$ cat src/rtl/stopwatch_pkg.sv
// Shared types and constants for the stopwatch core.
package stopwatch_pkg;

    typedef enum logic [1:0] {
        SW_IDLE   = 2'd0,
        SW_RUN    = 2'd1,
        SW_PAUSED = 2'd2,
        SW_MAXED  = 2'd3
    } sw_state_t;

    localparam int SEC_MAX = 59;
    localparam int MIN_W   = 6;
    localparam int SEC_W   = 6;

endpackage

$ cat src/rtl/stopwatch_counter_if.sv
// Control/display bundle between the button/divider logic and the stopwatch core.
interface stopwatch_counter_if;
    import stopwatch_pkg::*;

    logic             en;
    logic             clk1k;
    logic             start;
    logic             stop;
    logic             clear;
    logic             lap;
    logic [MIN_W-1:0] minutes;
    logic [SEC_W-1:0] seconds;
    logic             running;
    logic             lap_active;

    modport master (
        output en, clk1k, start, stop, clear, lap,
        input  minutes, seconds, running, lap_active
    );

    modport slave (
        input  en, clk1k, start, stop, clear, lap,
        output minutes, seconds, running, lap_active
    );

endinterface

$ cat src/rtl/stopwatch_counter_rise_detect.sv
// Single-flop rising-edge detector; history updates every cycle regardless of enable.
module rise_detect (
    input  logic clk,
    input  logic rst,
    input  logic d,
    output logic rise
);

    logic d_q_reg;

    always_ff @(posedge clk) begin
        if (rst) begin
            d_q_reg <= 1'b0;
        end else begin
            d_q_reg <= d;
        end
    end

    assign rise = d & ~d_q_reg;

endmodule

$ cat src/rtl/stopwatch_counter.sv
// Count-up stopwatch core: start/stop/clear FSM with cascaded ms/sec/min counters.
// Define STOPWATCH_LAP_EN to build the lap-hold display freeze.
module stopwatch_counter
    import stopwatch_pkg::*;
#(
    parameter int TICKS_PER_SEC = 1000,
    parameter int MAX_MIN       = 59
) (
    input  logic                clk,
    input  logic                rst,
    stopwatch_counter_if.slave  bus
);

    localparam int MS_W = (TICKS_PER_SEC > 1) ? $clog2(TICKS_PER_SEC) : 1;
    localparam logic [MS_W-1:0]  MS_LAST  = MS_W'(TICKS_PER_SEC - 1);
    localparam logic [SEC_W-1:0] SEC_LAST = SEC_W'(SEC_MAX);
    localparam logic [MIN_W-1:0] MIN_LAST = MIN_W'(MAX_MIN);

`ifdef STOPWATCH_LAP_EN
    localparam int N_EV = 5;
`else
    localparam int N_EV = 4;
`endif

    logic [N_EV-1:0] ev_in;
    logic [N_EV-1:0] ev_rise;

    assign ev_in[0] = bus.clk1k;
    assign ev_in[1] = bus.start;
    assign ev_in[2] = bus.stop;
    assign ev_in[3] = bus.clear;
`ifdef STOPWATCH_LAP_EN
    assign ev_in[4] = bus.lap;
`endif

    genvar gi;
    generate
        for (gi = 0; gi < N_EV; gi++) begin : g_rise
            rise_detect u_rise (
                .clk  (clk),
                .rst  (rst),
                .d    (ev_in[gi]),
                .rise (ev_rise[gi])
            );
        end
    endgenerate

    logic tick_ev, start_ev, stop_ev, clear_ev;
    assign tick_ev  = ev_rise[0];
    assign start_ev = ev_rise[1];
    assign stop_ev  = ev_rise[2];
    assign clear_ev = ev_rise[3];

    sw_state_t        state_reg;
    logic [MS_W-1:0]  ms_reg;
    logic [SEC_W-1:0] sec_reg;
    logic [MIN_W-1:0] min_reg;
    logic             running_reg;

`ifdef STOPWATCH_LAP_EN
    logic             lap_ev;
    logic             lap_active_reg;
    logic [SEC_W-1:0] lap_sec_reg;
    logic [MIN_W-1:0] lap_min_reg;
    assign lap_ev = ev_rise[4];
`else
    logic unused_lap;
    assign unused_lap = bus.lap;
`endif

    always_ff @(posedge clk) begin
        if (rst) begin
            state_reg   <= SW_IDLE;
            ms_reg      <= '0;
            sec_reg     <= '0;
            min_reg     <= '0;
            running_reg <= 1'b0;
`ifdef STOPWATCH_LAP_EN
            lap_active_reg <= 1'b0;
            lap_sec_reg    <= '0;
            lap_min_reg    <= '0;
`endif
        end else if (bus.en) begin
            if (clear_ev) begin
                state_reg   <= SW_IDLE;
                ms_reg      <= '0;
                sec_reg     <= '0;
                min_reg     <= '0;
                running_reg <= 1'b0;
`ifdef STOPWATCH_LAP_EN
                lap_active_reg <= 1'b0;
`endif
            end else begin
                case (state_reg)
                    SW_IDLE, SW_PAUSED: begin
                        // Simultaneous start+stop cancels out; a coincident tick is not counted.
                        if (start_ev && !stop_ev) begin
                            state_reg   <= SW_RUN;
                            running_reg <= 1'b1;
                        end
                    end
                    SW_RUN: begin
                        if (stop_ev) begin
                            state_reg   <= SW_PAUSED;
                            running_reg <= 1'b0;
                        end else if (tick_ev) begin
                            if (ms_reg == MS_LAST) begin
                                ms_reg <= '0;
                                if (sec_reg == SEC_LAST) begin
                                    // Saturate at MAX_MIN:59 rather than wrapping the display.
                                    if (min_reg == MIN_LAST) begin
                                        state_reg   <= SW_MAXED;
                                        running_reg <= 1'b0;
                                    end else begin
                                        sec_reg <= '0;
                                        min_reg <= min_reg + 1'b1;
                                    end
                                end else begin
                                    sec_reg <= sec_reg + 1'b1;
                                end
                            end else begin
                                ms_reg <= ms_reg + 1'b1;
                            end
                        end
                    end
                    default: begin
                    end
                endcase
`ifdef STOPWATCH_LAP_EN
                // Lap toggles only in RUN; elsewhere it can only release an active hold.
                if (lap_ev) begin
                    if (lap_active_reg) begin
                        lap_active_reg <= 1'b0;
                    end else if (state_reg == SW_RUN) begin
                        lap_active_reg <= 1'b1;
                        lap_sec_reg    <= sec_reg;
                        lap_min_reg    <= min_reg;
                    end
                end
`endif
            end
        end
    end

`ifdef STOPWATCH_LAP_EN
    assign bus.minutes    = lap_active_reg ? lap_min_reg : min_reg;
    assign bus.seconds    = lap_active_reg ? lap_sec_reg : sec_reg;
    assign bus.lap_active = lap_active_reg;
`else
    assign bus.minutes    = min_reg;
    assign bus.seconds    = sec_reg;
    assign bus.lap_active = 1'b0;
`endif
    assign bus.running = running_reg;

endmodule
$ cat src/flat_wrapper.sv
// flat-port wrapper written by rule: the top's interface ports become plain ports
module stopwatch_counter_flat import stopwatch_pkg::*;
#(
    parameter int TICKS_PER_SEC = 1000,
    parameter int MAX_MIN       = 59
)
  (clk, rst, bus_en, bus_clk1k, bus_start, bus_stop, bus_clear, bus_lap, bus_minutes, bus_seconds, bus_running, bus_lap_active);
  stopwatch_counter_if bus_i ();
  input  logic clk;
  input  logic rst;
  input wire logic [$bits(bus_i.en)-1:0] bus_en;
  input wire logic [$bits(bus_i.clk1k)-1:0] bus_clk1k;
  input wire logic [$bits(bus_i.start)-1:0] bus_start;
  input wire logic [$bits(bus_i.stop)-1:0] bus_stop;
  input wire logic [$bits(bus_i.clear)-1:0] bus_clear;
  input wire logic [$bits(bus_i.lap)-1:0] bus_lap;
  output wire logic [$bits(bus_i.minutes)-1:0] bus_minutes;
  output wire logic [$bits(bus_i.seconds)-1:0] bus_seconds;
  output wire logic [$bits(bus_i.running)-1:0] bus_running;
  output wire logic [$bits(bus_i.lap_active)-1:0] bus_lap_active;
  assign bus_i.en = bus_en;
  assign bus_i.clk1k = bus_clk1k;
  assign bus_i.start = bus_start;
  assign bus_i.stop = bus_stop;
  assign bus_i.clear = bus_clear;
  assign bus_i.lap = bus_lap;
  assign bus_minutes = bus_i.minutes;
  assign bus_seconds = bus_i.seconds;
  assign bus_running = bus_i.running;
  assign bus_lap_active = bus_i.lap_active;
  stopwatch_counter #(.TICKS_PER_SEC(TICKS_PER_SEC), .MAX_MIN(MAX_MIN)) u_core (.clk(clk), .rst(rst), .bus(bus_i));
endmodule
$ cat config.mk
export PLATFORM = sky130hd
export DESIGN_NAME = stopwatch_counter_flat
export DESIGN_NICKNAME = d
export VERILOG_FILES = /design/src/rtl/stopwatch_pkg.sv /design/src/rtl/stopwatch_counter_if.sv /design/src/rtl/stopwatch_counter_rise_detect.sv /design/src/rtl/stopwatch_counter.sv /design/src/flat_wrapper.sv
export SDC_FILE = /design/constraint.sdc
export NUM_CORES = 1
export LEC_CHECK = 0
export ABC_CLOCK_PERIOD_IN_PS = 3150
export CAP_MARGIN = 20
export CORE_ASPECT_RATIO = 1.4
export CORE_UTILIZATION = 33
export CTS_CLUSTER_DIAMETER = 30
export DETAILED_ROUTE_END_ITERATION = 10
export SYNTH_ARGS = -nofsm -noshare
export SYNTH_HDL_FRONTEND = slang
export SYNTH_SLANG_ARGS = --single-unit
$ cat constraint.sdc
create_clock -name clk -period 3.15 [get_ports clk]
set_clock_uncertainty 0.15 [all_clocks]
set_input_delay 0.63 -clock clk [delete_from_list [all_inputs] [get_ports clk]]
set_output_delay 0.63 -clock clk [all_outputs]
set_load 0.02 [all_outputs]
# [After elaboration in Yosys (flattened, before gate mapping)]
# Index checks and enable logic that the tools add are counted.
[totals] reg_bits=29 wordCells=81 input_bits=8 out_inout_bits=14
[op_classes] addsub=3 n_eq_ne=13 bitwise=8 mux=35 reduce_logical=13
[ops] operator="$mux 6" n=14
[ops] operator="$mux 10" n=5
[ops] operator="$mux 2" n=7
[ops] operator="$reduce_and 7->1" n=2
[ops] operator="$add 6x1->6 const B" n=2
[ops] operator="$eq 6x6->1 const B" n=2
[ops] operator="$ne 4x1->1 const B" n=3
[ops] operator="$add 10x1->10 const B" n=1
[ops] operator="$eq 10x10->1 const B" n=1
[ops] operator="$reduce_bool 2->1" n=4
[ops] operator="$mux 1" n=7
[ops] operator="$reduce_and 6->1" n=1
[ops] operator="$and 1x1->1" n=4
[ops] operator="$ne 4x2->1 const B" n=1
[ops] operator="$not 1->1" n=4
[ops] operator="$pmux 2 s2" n=1
[ops] operator="$reduce_and 4->1" n=1
[ops] operator="$ne 3x1->1 const B" n=1
[ops] operator="$ne 3x2->1 const B" n=1
[ops] operator="$reduce_bool 3->1" n=1
[ops] operator="$eq 2x1->1 const B" n=1
[ops] operator="$eq 2x2->1 const B" n=1
[ops] operator="$logic_not 2->1" n=1
[ops] operator="$ne 2x1->1 const B" n=1
[ops] operator="other kinds (5)" n=5

# [Longest topological paths before layout]
[logic_depth] word_depth=8 mapped_depth=7

# [Modules after synthesis]
# Synthesis repeated with hierarchy kept, for this count alone.
[hier_totals] hier_cells=178 hier_area_um2=1561.5
[by_module_without_submodules] mod="stopwatch_counter" area_per_inst_um2=1371.3 seq_area_each_um2=500.5 instances=1 cells_each=166
[by_module_without_submodules] mod="rise_detect" area_per_inst_um2=47.5 seq_area_each_um2=20.0 instances=4 cells_each=3

# [Least setup slack after synthesis]
# Ideal clock, no wire load.
[synth_timing] kind="register to register" start="reg u_core.ms_reg[0]" end="reg u_core.sec_reg[3] (netlist: u_core.bus.seconds[3])" required_time_ps=2885 path_stages_with_launch=7 path_buffers=0 setup_time_ps=115 period_less_slack_ps=2221 slack_ps=929 arrival_ps=1956 path_cell_list="dfxtp_1 -> ha_1 -> nand4_1 -> or3_4 -> o31a_1 -> o211a_1 -> a31o_1"
[synth_between] elab_chain_len=3
[synth_rtl] item="start: declaration" line="stopwatch_counter.sv:55" source="logic [MS_W-1:0] ms_reg;"
[synth_rtl] item="start signal: assignment" line="stopwatch_counter.sv:122" source="ms_reg <= ms_reg + 1'b1;"
[synth_rtl] item="$eq 10x10->1" line="stopwatch_counter.sv:107" source="if (ms_reg == MS_LAST) begin"
[synth_rtl] item="$reduce_bool 2->1 (no line)"
[synth_rtl] item="$reduce_and 6->1 (no line)"
[synth_rtl] item="end signal: assignment" line="stopwatch_counter.sv:119" source="sec_reg <= sec_reg + 1'b1;"
[synth_rtl] item="end: declaration" line="stopwatch_counter.sv:56" source="logic [SEC_W-1:0] sec_reg;"
# No other way between the ends.
# A chain may end at the register's enable or synchronous reset.

# [Worst setup path after layout]
[layout_timing] start="reg u_core.ms_reg[0]" end="reg u_core.state_reg[1]"
[layout_between] elab_chain_len=3
[layout_rtl] item="$eq 10x10->1" line="stopwatch_counter.sv:107"
[layout_rtl] item="$ne 4x1->1 (no line)"
[layout_rtl] item="$reduce_and 7->1 (no line)"
[layout_rtl] item="end signal: assignment" line="stopwatch_counter.sv:98" source="state_reg <= SW_RUN;"
[layout_rtl] item="end signal: assignment" line="stopwatch_counter.sv:104" source="state_reg <= SW_PAUSED;"
[layout_rtl] item="end signal: assignment" line="stopwatch_counter.sv:112" source="state_reg <= SW_MAXED;"
[layout_rtl] item="end: declaration" line="stopwatch_counter.sv:54" source="sw_state_t state_reg;"
# No other way between the ends.

==> impl_metrics.json <==
{
  "leakage_nw": 0.671,
  "port_buffers": 19,
  "ys_seq_elements": 29,
  "synth_top_family_by_area": "simple AND/OR/NAND/NOR gates",
  "remaining_drc_errors": 0,
  "pins_over_slew_limit": 0,
  "wl_mm": 3.84,
  "synth-compound-area-share_pct": 20.6,
  "max_slew_margin_pct": 58.4,
  "globalplace.congestion": 0.837,
  "max_freq_mhz": 391,
  "number_of_nets_in_the_synthesized_netlist": 207,
  "num_vias": 1538,
  "clkTransAtPathRegs_ns": 0.06,
  "cp.required_ns": 3.20,
  "fp.dieW_um": 61.0,
  "largest_register_ffs": 10,
  "synth_fa_ha_area_share_pct": 2.33,
  "flow.area_growth_from_synthesis_pct": 21.8,
  "initialDrtViolationCount": 37,
  "synth_cell_type_count": 49,
  "numCtsBuffers": 5,
  "drt_pre_antenna_iters": 4,
  "pwr_density_cell_mw_per_mm2": 390,
  "synthCells": 196,
  "ctsRootBufferMaster": "sky130_fd_sc_hd__clkbuf_8",
  "hold_buffers_post_cts": 0,
  "util_after_layout_pct": 42.5,
  "postSynth.asyncResetShare_pct": 0,
  "avgSynthCellArea_um2": 8.20,
  "critical_path_arrival_ns": 2.61,
  "numPlacedInstances": 273,
  "synth_enable_flop_cells": 0,
  "start_util_pct": 34.9,
  "status": "completed",
  "critical_path.max_stage_delay_ns": 0.57,
  "fillCellCount": 491,
  "grt_setup_unrepaired": "no",
  "synth_area_leader_cell": "sky130_fd_sc_hd__dfxtp_1",
  "number_of_global_route_vias_before_repair": 1512,
  "detail-route-antenna-nets": 0,
  "critical_path.slowest_cell": "sky130_fd_sc_hd__nor4_4",
  "rows": 29,
  "timing.setup.critical_path_class": "reg2reg",
  "timing_worst_slew_pin_value_ns": 0.622,
  "period_minus_slack_ns": 2.56,
  "cts_num_sinks": 29,
  "grt_first_pass_wirelength_mm": 6.79,
  "number_of_failing_setup_endpoints_in_the_final_timing_report": 0,
  "startpoint_type": "register",
  "synth_simple_gate_area_share_pct": 32.9,
  "clk_path_buf_depth": 2,
  "synth_ff_type": "sky130_fd_sc_hd__dfxtp_1",
  "seqCellArea_um2": 581,
  "clk_latency_ns": 0.28,
  "post_cts.resized_instances": 0,
  "synthXorXnorAreaFrac_pct": 3.81,
  "peakVddDrop_uv": 212,
  "nets": 229,
  "muxShareOfSynthArea_pct": 1.40,
  "synth_seq_area_share_pct": 36.1,
  "multi_input_combinational_cell_area_um2": 986,
  "maxCapViolCount": 0,
  "cts_max_level": 2,
  "ios": 22,
  "crit_path_max_fanout": 8,
  "post_cts.repair.setup_buffers": 0,
  "clock_tree_from_tritoncts": "yes",
  "grt_antenna_before_repair": 0,
  "hpwl_mm": 2.78,
  "layout_worst_path_cycle_share_pct": 81.2,
  "synth.cell_area_mm2": 0.00161,
  "hold_path_class": "reg2reg",
  "worstSetupEndpointType": "register",
  "post_route_cells_drive_above_1_share_pct": 9.63,
  "final_hold_viol_count": 0,
  "routed_wire_length_per_instance_um": 13.7,
  "grt.overflow.total": 0,
  "synthesis.yosys.warnings": 0,
  "yosysTopAreaCellShare_pct": 36.1,
  "synth_top_cells_by_area": "sky130_fd_sc_hd__dfxtp_1 36%, sky130_fd_sc_hd__nand2_1 4.4%, sky130_fd_sc_hd__a21oi_1 3.7%, sky130_fd_sc_hd__nand3_1 3.7%, sky130_fd_sc_hd__nor2_1 3.7%",
  "most_common_cell_type_on_the_critical_path": "sky130_fd_sc_hd__a21oi_1",
  "diodes": 0,
  "post_layout_nonfiller_instances": 280,
  "report.power.total_mw": 0.764,
  "vias_per_cell": 5.49,
  "crit_path_cell_trace": "ha_1 -> nand4_1 -> nor4_4 -> a21oi_1 -> or4_1 -> a21oi_1",
  "die_y_um": 84.6,
  "largest_net_degree_at_the_start_of_global_routing": 15,
  "fp.coreArea_mm2": 0.00461,
  "grt_use_total_pct": 17.3,
  "fp.dieArea_mm2": 0.00516,
  "final.setup.tns_ns": 0
}
==> logic make-up after synthesis <==
family          count (synthesis)
other cells                     1
buf+inv                        10
xor+xnor                        7
flops                          29
simple gates                   94
fa+ha+maj                       3
compound gates                 50
mux                             2
==> through the flow <==
stage                     setup WS, ns  cell area (um2)  hold WS (ns)
final                            0.594             1960         0.338
after global routing             0.437             1960         0.364
after CTS                        0.611             1960         0.333
after detailed placement         0.485             1870         0.320
after global placement           0.476             1870         0.312
after floorplan                  0.929             1610         0.309
==> worst max-delay path, delay by kind of cell (launching register included) <==
kind	cells	cell delay, ns
simple gates	3	1.25
flops	1	0.39
compound gates	2	0.39
fa+ha+maj	1	0.30
==> cells in the mapped netlist, types with 3 or more instances <==
master / instances
sky130_fd_sc_hd__dfxtp_1: 29
sky130_fd_sc_hd__nand2_1: 19
sky130_fd_sc_hd__nor2_1: 16
sky130_fd_sc_hd__a21oi_1: 12
sky130_fd_sc_hd__nand3_1: 12
sky130_fd_sc_hd__o21ai_0: 10
sky130_fd_sc_hd__nor2b_1: 9
sky130_fd_sc_hd__clkbuf_1: 7
sky130_fd_sc_hd__a31oi_1: 6
sky130_fd_sc_hd__nand4_1: 6
sky130_fd_sc_hd__and3_1: 5
sky130_fd_sc_hd__nand2b_1: 4
sky130_fd_sc_hd__nor3_1: 4
sky130_fd_sc_hd__xor2_1: 4
sky130_fd_sc_hd__ha_1: 3
sky130_fd_sc_hd__o21a_1: 3
sky130_fd_sc_hd__or4_1: 3
sky130_fd_sc_hd__xnor2_1: 3
==> worst paths after layout <==
path              cells after the start  slack, ns                from                   to
setup / recovery                      6       0.59    u_core.ms_reg[0]  u_core.state_reg[1]
hold / removal                        2       0.34  u_core.bus.running   u_core.bus.running
setup reg to reg                      6       0.59    u_core.ms_reg[0]  u_core.state_reg[1]
hold reg to reg                       2       0.34  u_core.bus.running   u_core.bus.running
==> area by class of cell <==
cell class | instances | area share [%]
multi-input cells | 157 | 50.4
well taps | 62 | 3.96
clock buffers | 7 | 4.41
repair buffers | 23 | 11.2
flip-flops and latches | 29 | 29.6
inverters | 2 | 0.383
==> power by group <==
group / total [mW] / switching, mW / internal (mW)
Clock: 0.306 / 0.133 / 0.173
Combinational: 0.0782 / 0.0473 / 0.0308
Sequential: 0.380 / 0.00575 / 0.374
Total: 0.764 / 0.186 / 0.578
==> metal layers <==
metal / global-route usage [%] / share of wire, % / vias up
met1: 21.4 / 46 / 739
met4: 8.47 / 2.2 / 0
met3: 3.24 / 2.4 / 9
li1: - / - / 770
met2: 28.1 / 49 / 20
met5: 0 / 0 / -
==> placed cells by master (no fill, tap or decap), types with 9 or more instances in the layout <==
cell type and count:
sky130_fd_sc_hd__clkdlybuf4s50_1 19, sky130_fd_sc_hd__o21ai_0 10, sky130_fd_sc_hd__a21oi_1 12, sky130_fd_sc_hd__dfxtp_1 29
sky130_fd_sc_hd__nor2_1 16, sky130_fd_sc_hd__nor2b_1 9, sky130_fd_sc_hd__nand2_1 19, sky130_fd_sc_hd__nand3_1 12
Power figures use the tool's default switching activity.
